--- config.mk ---
export PLATFORM = sky130hd
export DESIGN_NAME = fp_normalizer
export DESIGN_NICKNAME = d
export VERILOG_FILES = /design/src/rtl/fp_normalizer.sv
export SDC_FILE = /design/constraint.sdc
export NUM_CORES = 1
export LEC_CHECK = 0
export ABC_CLOCK_PERIOD_IN_PS = 5900
export CAP_MARGIN = 40
export CORE_MARGIN = 2
export CORE_UTILIZATION = 56
export CTS_BUF_LIST = sky130_fd_sc_hd__clkbuf_4 sky130_fd_sc_hd__clkbuf_8
export CTS_CLUSTER_DIAMETER = 30
export CTS_CLUSTER_SIZE = 20
export DETAILED_ROUTE_END_ITERATION = 12
export MAX_ROUTING_LAYER = met4
export PLACE_DENSITY_LB_ADDON = 0.15
export SLEW_MARGIN = 25
export SYNTH_ARGS = -nofsm -noshare
export SYNTH_HDL_FRONTEND = slang
export SYNTH_SLANG_ARGS = --single-unit
--- constraint.sdc ---
create_clock -name clk -period 5.9 [get_ports clk]
set_input_delay 0.59 -clock clk [delete_from_list [all_inputs] [get_ports clk]]
set_output_delay 0.59 -clock clk [all_outputs]
set_load 0.03 [all_outputs]
--- src/rtl/fp_normalizer.sv ---
// Post-add/sub normalization stage: shifts the raw sum mantissa until the hidden bit is set and adjusts the exponent.
// Optional round-to-nearest-even after a right shift is enabled by defining FP_NORM_ROUND_EN.
module fp_normalizer #(
    parameter int Mantissa_Size = 23,
    parameter int Exponent_Size = 8
) (
    input  logic                       clk,
    input  logic                       reset,
    input  logic                       start,
    input  logic [Mantissa_Size+1:0]   sum_mantissa,
    input  logic [Exponent_Size-1:0]   exponent_in,
    input  logic                       sign_in,
    output logic [Mantissa_Size-1:0]   mantissa_out,
    output logic [Exponent_Size-1:0]   exponent_out,
    output logic                       sign_out,
    output logic                       busy,
    output logic                       done,
    output logic                       zero,
    output logic                       overflow,
    output logic                       underflow
);

    localparam int MW = Mantissa_Size + 2;
    localparam logic [Exponent_Size-1:0] EXP_MAX  = {Exponent_Size{1'b1}};
    localparam logic [Exponent_Size-1:0] EXP_ZERO = {Exponent_Size{1'b0}};
    localparam logic [Exponent_Size-1:0] EXP_ONE  = {{(Exponent_Size-1){1'b0}}, 1'b1};

    typedef enum logic [2:0] {
        IDLE    = 3'd0,
        CHECK   = 3'd1,
        SHIFT_L = 3'd2,
        SHIFT_R = 3'd3,
        ROUND   = 3'd4,
        DONE    = 3'd5
    } state_t;

    state_t                   state_r, state_s;
    logic [MW-1:0]            mant_r, mant_s;
    logic [Exponent_Size-1:0] exp_r, exp_s;
    logic                     sign_r, sign_s;
    logic                     busy_r, busy_s;
    logic                     done_r, done_s;
    logic                     zero_r, zero_s;
    logic                     overflow_r, overflow_s;
    logic                     underflow_r, underflow_s;
    logic [MW-1:0]            shl_s, shr_s;
    logic [Exponent_Size-1:0] exp_dec_s, exp_inc_s;
`ifdef FP_NORM_ROUND_EN
    logic                     guard_r, guard_s;
    logic [MW-1:0]            rnd_s;

    assign rnd_s = mant_r + {{(MW-1){1'b0}}, 1'b1};
`endif

    assign shl_s     = {mant_r[MW-2:0], 1'b0};
    assign shr_s     = {1'b0, mant_r[MW-1:1]};
    assign exp_dec_s = exp_r - EXP_ONE;
    // Increment saturates so the exponent can never wrap past infinity
    assign exp_inc_s = (exp_r == EXP_MAX) ? EXP_MAX : exp_r + EXP_ONE;

    // Next-state and datapath update
    always_comb begin
        state_s     = state_r;
        mant_s      = mant_r;
        exp_s       = exp_r;
        sign_s      = sign_r;
        zero_s      = zero_r;
        overflow_s  = overflow_r;
        underflow_s = underflow_r;
`ifdef FP_NORM_ROUND_EN
        guard_s     = guard_r;
`endif
        case (state_r)
            IDLE: begin
                if (start) begin
                    state_s     = CHECK;
                    mant_s      = sum_mantissa;
                    exp_s       = exponent_in;
                    sign_s      = sign_in;
                    zero_s      = 1'b0;
                    overflow_s  = 1'b0;
                    underflow_s = 1'b0;
`ifdef FP_NORM_ROUND_EN
                    guard_s     = 1'b0;
`endif
                end else begin
                    state_s = IDLE;
                end
            end
            CHECK: begin
                if (mant_r == {MW{1'b0}}) begin
                    zero_s  = 1'b1;
                    exp_s   = EXP_ZERO;
                    state_s = DONE;
                end else if (mant_r[MW-1]) begin
                    state_s = SHIFT_R;
                end else if (mant_r[MW-2]) begin
                    state_s = DONE;
                end else if (exp_r == EXP_ZERO) begin
                    underflow_s = 1'b1;
                    zero_s      = 1'b1;
                    mant_s      = {MW{1'b0}};
                    state_s     = DONE;
                end else begin
                    state_s = SHIFT_L;
                end
            end
            SHIFT_L: begin
                mant_s = shl_s;
                exp_s  = exp_dec_s;
                if (shl_s[MW-2]) begin
                    state_s = DONE;
                end else if (exp_dec_s == EXP_ZERO) begin
                    underflow_s = 1'b1;
                    zero_s      = 1'b1;
                    mant_s      = {MW{1'b0}};
                    state_s     = DONE;
                end else begin
                    state_s = SHIFT_L;
                end
            end
            SHIFT_R: begin
                mant_s  = shr_s;
                exp_s   = exp_inc_s;
                state_s = DONE;
`ifdef FP_NORM_ROUND_EN
                guard_s = mant_r[0];
`endif
                if (exp_inc_s == EXP_MAX) begin
                    overflow_s                = 1'b1;
                    mant_s[Mantissa_Size-1:0] = {Mantissa_Size{1'b0}};
                end else begin
`ifdef FP_NORM_ROUND_EN
                    state_s = ROUND;
`else
                    state_s = DONE;
`endif
                end
            end
`ifdef FP_NORM_ROUND_EN
            ROUND: begin
                state_s = DONE;
                // Guard is an exact half here, so ties go to even via the LSB
                if (guard_r && mant_r[0]) begin
                    if (rnd_s[MW-1]) begin
                        mant_s = {1'b0, rnd_s[MW-1:1]};
                        exp_s  = exp_inc_s;
                        if (exp_inc_s == EXP_MAX) begin
                            overflow_s                = 1'b1;
                            mant_s[Mantissa_Size-1:0] = {Mantissa_Size{1'b0}};
                        end else begin
                            overflow_s = overflow_r;
                        end
                    end else begin
                        mant_s = rnd_s;
                    end
                end else begin
                    mant_s = mant_r;
                end
            end
`endif
            DONE: begin
                state_s = IDLE;
            end
            default: begin
                state_s = IDLE;
            end
        endcase
        busy_s = (state_s == CHECK) || (state_s == SHIFT_L) ||
                 (state_s == SHIFT_R) || (state_s == ROUND);
        done_s = (state_s == DONE);
    end

    // State register
    always_ff @(posedge clk) begin
        if (reset) begin
            state_r <= IDLE;
        end else begin
            state_r <= state_s;
        end
    end

    // Datapath and output registers
    always_ff @(posedge clk) begin
        if (reset) begin
            mant_r      <= {MW{1'b0}};
            exp_r       <= EXP_ZERO;
            sign_r      <= 1'b0;
            busy_r      <= 1'b0;
            done_r      <= 1'b0;
            zero_r      <= 1'b0;
            overflow_r  <= 1'b0;
            underflow_r <= 1'b0;
`ifdef FP_NORM_ROUND_EN
            guard_r     <= 1'b0;
`endif
        end else begin
            mant_r      <= mant_s;
            exp_r       <= exp_s;
            sign_r      <= sign_s;
            busy_r      <= busy_s;
            done_r      <= done_s;
            zero_r      <= zero_s;
            overflow_r  <= overflow_s;
            underflow_r <= underflow_s;
`ifdef FP_NORM_ROUND_EN
            guard_r     <= guard_s;
`endif
        end
    end

    assign mantissa_out = mant_r[Mantissa_Size-1:0];
    assign exponent_out = exp_r;
    assign sign_out     = sign_r;
    assign busy         = busy_r;
    assign done         = done_r;
    assign zero         = zero_r;
    assign overflow     = overflow_r;
    assign underflow    = underflow_r;

endmodule

==> impl_metrics.json, run 1 <==
{
  "status": "complete, no violations",
  "crit_path_start_kind": "flip-flop",
  "worstHoldEndpoint": "overflow",
  "clock_power_share_pct": 9.7,
  "cts_inserted_buffers": 5,
  "h-tree-depth": 2,
  "synthArstFlopShare_pct": 0,
  "p_int_w": 0.000987,
  "die_w_um": 79.3,
  "place_congestion": 0.962,
  "tightest_slew_ns": 0.735,
  "synth_seq_area_share_pct": 26.5,
  "r2r_setup_slack_ns": 2.75,
  "drc": 0,
  "postCtsSetupRepairBufs": 0,
  "via_count": 3397,
  "ys.flop_type": "dfxtp_1",
  "fillers": 474,
  "syn_avg_cell_area_um2": 7.75,
  "synth_area_mm2": 0.00318,
  "port_buffers": 73,
  "period_share_pct": 53.3,
  "irDropWorstVdd_mv": 0.232,
  "max_stage_delay_ns": 0.67,
  "ios": 74,
  "fin_ws_ns": 2.75,
  "rsz0062_at_grt": "no",
  "worstSetupEndpointType": "flip-flop",
  "cts.clk_slew.worst_paths_ns": 0.09,
  "max_cap_violations": 0,
  "period_needed_ns": 3.15,
  "root_buffer": "clkbuf_8",
  "wl_per_cell_um": 18.3,
  "path_cells": "ha_1, and4_1, a22oi_1, or4_4, o2111ai_4, o2111ai_1",
  "slowest_stage": "dfxtp_1",
  "whs_path_depth": 1,
  "dp.cells": 503,
  "required_ns": 6.06,
  "fin_util_pct": 69.6,
  "cts_buffer_depth": 2,
  "total_leakage_power_nw": 1.28,
  "grt_pass1_vias": 3132,
  "grt_overflow": 0,
  "netSwitchingFraction_pct": 52.4,
  "powerDensity_mw_per_mm2": 541,
  "grt_start_max_net_pins": 28,
  "path_class": "flip-flop to flip-flop",
  "synth_fp_nets": 450,
  "fin_cells": 513,
  "area_delta_synth_final_pct": 20.6,
  "wirelength_um": 9390,
  "num_rows": 27,
  "drive_above_1_share_pct": 7.03,
  "hold_path_startpoint": "overflow",
  "setup_viol": 0,
  "seq_area_um2": 841,
  "max_freq_mhz": 318,
  "hold_violations": 0,
  "clock_skew_ns": 0.00613,
  "start_util_pct": 57.7,
  "antenna_found_initial": 0,
  "num_antenna_cells": 0,
  "fin_setup_tns_ns": 0,
  "pre_cts_slack_ns": 2.80,
  "dr.pass1.iters": 5,
  "nNetsFinal": 480,
  "combPwrFrac_pct": 61.8,
  "rr_endpoint": "mant_r[4]",
  "r2r_cells": 6,
  "die_area_mm2": 0.00629,
  "ys_ff_latch": 42,
  "p_sw_w": 0.00109,
  "dp_hpwl_um": 6300,
  "die_height_um": 79.3,
  "cts_hold_buf": 0,
  "tritoncts": "built",
  "synth_cell_types": 65,
  "crit_fanout": 22,
  "yosysWarnings": 0,
  "maxSlewHeadroom_pct": 50.8,
  "clk_latency_ns": 0.30,
  "finalMaxSlewViolations": 0,
  "cp.arrival_ns": 3.31,
  "grt.total_usage_pct": 30.9,
  "vias_per_cell": 6.62,
  "multi_input_area_mm2": 0.00188,
  "r2r_start": "exponent_out[0]",
  "drtAntennaViolNets": 0,
  "design.core.area_mm2": 0.00551,
  "cts_resized": 0,
  "synth_edf_count": 0,
  "syn_inst": 410,
  "drt_iter0_drc": 294,
  "hold_path_class": "flip-flop to flip-flop",
  "grt_pass1_wl_um": 15300,
  "seq_power_share_pct": 28.5,
  "numClockSinks": 42
}
area by class of cell:
cell class | count | area share (%)
multi-input cells | 279 | 49.2
clock buffers | 6 | 2.15
repair buffers | 81 | 21.0
well taps | 72 | 2.35
clock inverters | 2 | 0.326
inverters | 31 | 3.04
flip-flops and latches | 42 | 21.9
worst max-delay path, delay by kind of cell (launching register included):
kind                       cells  cell delay, ns
DFF                            1            0.67
adders and majority gates      1            0.37
and+or+nand+nor                2            1.03
AOI/OAI and AO/OA              3            0.93
synthesized netlist by cell type, drive strengths merged (3+ instances only):
library cell | instances | share of area, %
nor2b | 3 | 0.59
nor3b | 4 | 1.1
nand2 | 34 | 4.0
or3 | 3 | 0.59
mux2i | 4 | 1.3
a31oi | 4 | 0.79
dfxtp | 42 | 26
nor4 | 7 | 1.6
a22o | 3 | 0.83
a21oi | 25 | 3.9
o21ai | 10 | 1.6
a211o | 3 | 0.83
inv | 30 | 3.5
ha | 3 | 1.2
or2 | 3 | 0.59
nand3 | 10 | 1.6
a211oi | 4 | 0.94
a22oi | 3 | 0.87
nand2b | 9 | 1.8
nor3 | 11 | 1.7
buf | 36 | 8.0
o21a | 4 | 0.94
or4 | 3 | 0.83
o22ai | 4 | 0.79
nor2 | 17 | 2.0
o2111ai | 23 | 7.3
o211ai | 48 | 11
o211a | 3 | 0.94
clkbuf | 22 | 2.6
and4 | 3 | 0.83
o221a | 3 | 1.1
power groups by stage:
| stage | registers [W] | clock network, W | logic [W] |
|---|---|---|---|
| floorplan | 0.000555 | 0 | 0.000947 |
| global placement | 0.000598 | 0 | 0.00121 |
| global route | 0.000612 | 0.000212 | 0.00139 |
| finish | 0.000590 | 0.000202 | 0.00128 |
| detailed placement | 0.000600 | 0 | 0.00124 |
| CTS | 0.000594 | 0.000204 | 0.00124 |
metrics by stage:
step	total power, W	area (µm²)	hold slack, ns
floorplan	0.00150	3180	0.503
global placement	0.00180	3700	0.454
detailed placement	0.00184	3710	0.455
CTS	0.00204	3810	0.476
global route	0.00221	3830	0.513
finish	0.00207	3830	0.470
cells in the final DEF, fill, tap and decap left out, drive strengths merged, types with 10 or more instances in the layout:
master	n
o211ai	48
nor2	17
nand3	10
clkdlybuf4s50	73
a21oi	25
o2111ai	23
inv	30
nor3	11
nand2	34
dfxtp	42
o21ai	10
flip-flops by register name (all words and copies together), names as in the netlist:
| register | cells |
|---|---|
| underflow | 1 |
| mant_r | 25 |
| zero | 1 |
| overflow | 1 |
| state_r | 3 |
| sign_out | 1 |
| exponent_out | 8 |
| done | 1 |
| busy | 1 |
how the worst max path moves through the flow:
stage	start	end	slack, ns
2_1_floorplan	exponent_out[0]	mant_r[22]	3.21
3_3_place_gp	exponent_out[0]	mant_r[8]	2.83
3_5_place_dp	exponent_out[0]	mant_r[18]	2.80
4_1_cts	exponent_out[0]	mant_r[18]	2.82
5_1_grt	exponent_out[0]	mant_r[19]	2.52
6_report	exponent_out[0]	mant_r[4]	2.75
routing by layer:
layer  GRT usage (%)  part of all wire (%)  vias to the layer above
met3            3.64                   6.7                       33
li1                -                     -                     1596
met5               -                     0                        -
met1            39.3                    42                     1585
met4            11.6                   2.5                        0
met2            50.5                    49                      183
cells by family (layout without fill, tap and decap cells):
logic type / after synthesis / in the layout / synth area share [%]
adders and majority gates: 3 / 3 / 1.18
AOI/OAI and AO/OA: 152 / 152 / 36.4
and+or+nand+nor: 117 / 117 / 19.6
muxes: 4 / 4 / 1.26
DFF: 42 / 42 / 26.5
buffers and inverters: 89 / 120 / 14.3
xor gates and xnor gates: 3 / 3 / 0.827
Power figures use the tool's default switching activity.
==> inputs of run 2 (changes only) <==
--- a/config.mk
+++ b/config.mk
@@ -5,10 +5,10 @@
 export SDC_FILE = /design/constraint.sdc
 export NUM_CORES = 1
 export LEC_CHECK = 0
-export ABC_CLOCK_PERIOD_IN_PS = 5900
+export ABC_CLOCK_PERIOD_IN_PS = 2600
 export CAP_MARGIN = 40
 export CORE_MARGIN = 2
-export CORE_UTILIZATION = 56
+export CORE_UTILIZATION = 47
 export CTS_BUF_LIST = sky130_fd_sc_hd__clkbuf_4 sky130_fd_sc_hd__clkbuf_8
 export CTS_CLUSTER_DIAMETER = 30
 export CTS_CLUSTER_SIZE = 20
==> constraint.sdc (replaced) <==
create_clock -name clk -period 2.6 [get_ports clk]
set_input_delay 0.26 -clock clk [delete_from_list [all_inputs] [get_ports clk]]
set_output_delay 0.26 -clock clk [all_outputs]
set_load 0.03 [all_outputs]
==> run 2 against run 1 <==
Global-route usage down 3.9 points. Largest power group unchanged. Non-clock buffer count is 18 higher. Highest routed layer unchanged. Register-to-register slack got worse by 2.6 ns. Final cell count up 4.5%. Clock-buffer cell count down 1.
==> impl_metrics.json, run 2 (synthesis results as in run 1) <==
{
  "crit_buf_inv": 2,
  "path_depth": 8,
  "total_leakage_power_nw": 1.36,
  "rsz0062_at_grt": "no",
  "crit_start": "exponent_out[1]",
  "ios": 74,
  "regMostFlops": "mant_r",
  "largest_reg_flops": 25,
  "maxSlewHeadroom_pct": 63.1,
  "die_area_mm2": 0.00744,
  "hold_path_class": "flip-flop to flip-flop",
  "tightest_slew_ns": 0.554,
  "postCtsSetupRepairBufs": 0,
  "vias_per_cell": 6.38,
  "grt.total_usage_pct": 27.0,
  "hold_path_startpoint": "overflow",
  "period_share_pct": 93.7,
  "path_class": "flip-flop to flip-flop",
  "h-tree-depth": 2,
  "wirelength_um": 9710,
  "cts_buffer_depth": 2,
  "grt_overflow": 0,
  "cts.clk_slew.worst_paths_ns": 0.09,
  "powerDensity_mw_per_mm2": 1230,
  "die_height_um": 86.2,
  "setup_viol": 0,
  "num_rows": 29,
  "root_buffer": "clkbuf_8",
  "nNetsFinal": 498,
  "port_buffers": 73,
  "r2r_cells": 8,
  "cts_inserted_buffers": 5,
  "via_count": 3417,
  "drc": 0,
  "slowest_stage": "or4_4",
  "max_cap_violations": 0,
  "start_util_pct": 49.2,
  "dr.pass1.iters": 6,
  "fin_cells": 536,
  "dp_hpwl_um": 6760,
  "tritoncts": "built",
  "die_w_um": 86.2,
  "design.core.area_mm2": 0.00646,
  "place_congestion": 0.951,
  "antenna_found_initial": 0,
  "hold_violations": 0,
  "total_power_w": 0.00487,
  "wl_per_cell_um": 18.1,
  "drtAntennaViolNets": 0,
  "clk_latency_ns": 0.32,
  "finalMaxSlewViolations": 0,
  "final_cell_mix": "73 x clkdlybuf4s50_1, 48 x o211ai_1, 40 x dfxtp_1",
  "clock_skew_ns": 0.0133,
  "fin_util_pct": 61.5,
  "whs_path_depth": 1,
  "r2r_start": "exponent_out[1]",
  "cts_hold_buf": 0,
  "status": "complete, no violations",
  "grt_pass1_wl_um": 15800,
  "crit_fanout": 22,
  "max_freq_mhz": 411,
  "cp.arrival_ns": 2.61,
  "crit_path_start_kind": "flip-flop",
  "numClockSinks": 42,
  "path_cells": "inv_1, ha_1, and4b_1, a22oi_1, or4_4, o2111ai_4, buf_12, o2111ai_1",
  "max_stage_delay_ns": 0.58,
  "grt_start_max_net_pins": 28,
  "worstSetupEndpointType": "flip-flop",
  "num_antenna_cells": 0,
  "dp.cells": 528,
  "required_ns": 2.78,
  "fin_setup_tns_ns": 0,
  "area_delta_synth_final_pct": 25.0,
  "period_needed_ns": 2.44,
  "final_common_cell": "clkdlybuf4s50_1",
  "drive_above_1_share_pct": 11.3,
  "drt_iter0_drc": 216,
  "grt_pass1_vias": 3227,
  "irDropWorstVdd_mv": 0.467,
  "cpLargestDelayFamily": "simple AND/OR/NAND/NOR gates"
}
run 2: path summary, 6_finish.rpt:
kind              slack (ns)         end
setup reg to reg        0.16  mant_r[13]
hold / removal          0.48    overflow
hold reg to reg         0.48    overflow
setup / recovery        0.16  mant_r[13]
run 2: routing by layer:
layer / up-vias / track usage, % / part of all wire [%]
li1: 1614 / - / -
met1: 1632 / 34.8 / 44
met2: 148 / 43.0 / 47
met3: 23 / 4.19 / 6.4
met4: 0 / 9.52 / 2.3
met5: - / - / 0
run 2: worst register-to-register path, delay by kind of cell (launching register included):
family                     cells  cell delay (ns)
and+or+nand+nor                2             0.78
DFF                            1             0.47
AOI/OAI and AO/OA              3             0.41
buffers and inverters          2             0.32
adders and majority gates      1             0.32
run 2: metrics by stage:
step	instance area [µm²]	hold WS (ns)	setup WS (ns)
2_1_floorplan	3180	0.393	0.0417
3_3_place_gp	3880	0.459	0.244
3_5_place_dp	3880	0.468	0.172
4_1_cts	3970	0.489	0.147
5_1_grt	3970	0.520	0.0330
6_report	3970	0.482	0.165
run 2: cell type report:
type,instances,area (µm²)
clock inverter,3,23.8
multi-input combinational,279,1890
sequential,42,843
inverter,31,116
tap,77,96.3
timing repair buffer,99,938
fill,615,2480
clock buffer,5,68.8
run 2: what timing repair did:
action                                 in CTS  in global routing
setup endpoints to repair                   0                  2
resized for setup                           0                  1
endpoints found under the hold margin       0                  0
run 2: report_power, final:
| group | switching (W) | internal [W] |
|---|---|---|
| sequential | 0.000362 | 0.000879 |
| combinational | 0.00189 | 0.00127 |
| clock | 0.000274 | 0.000193 |
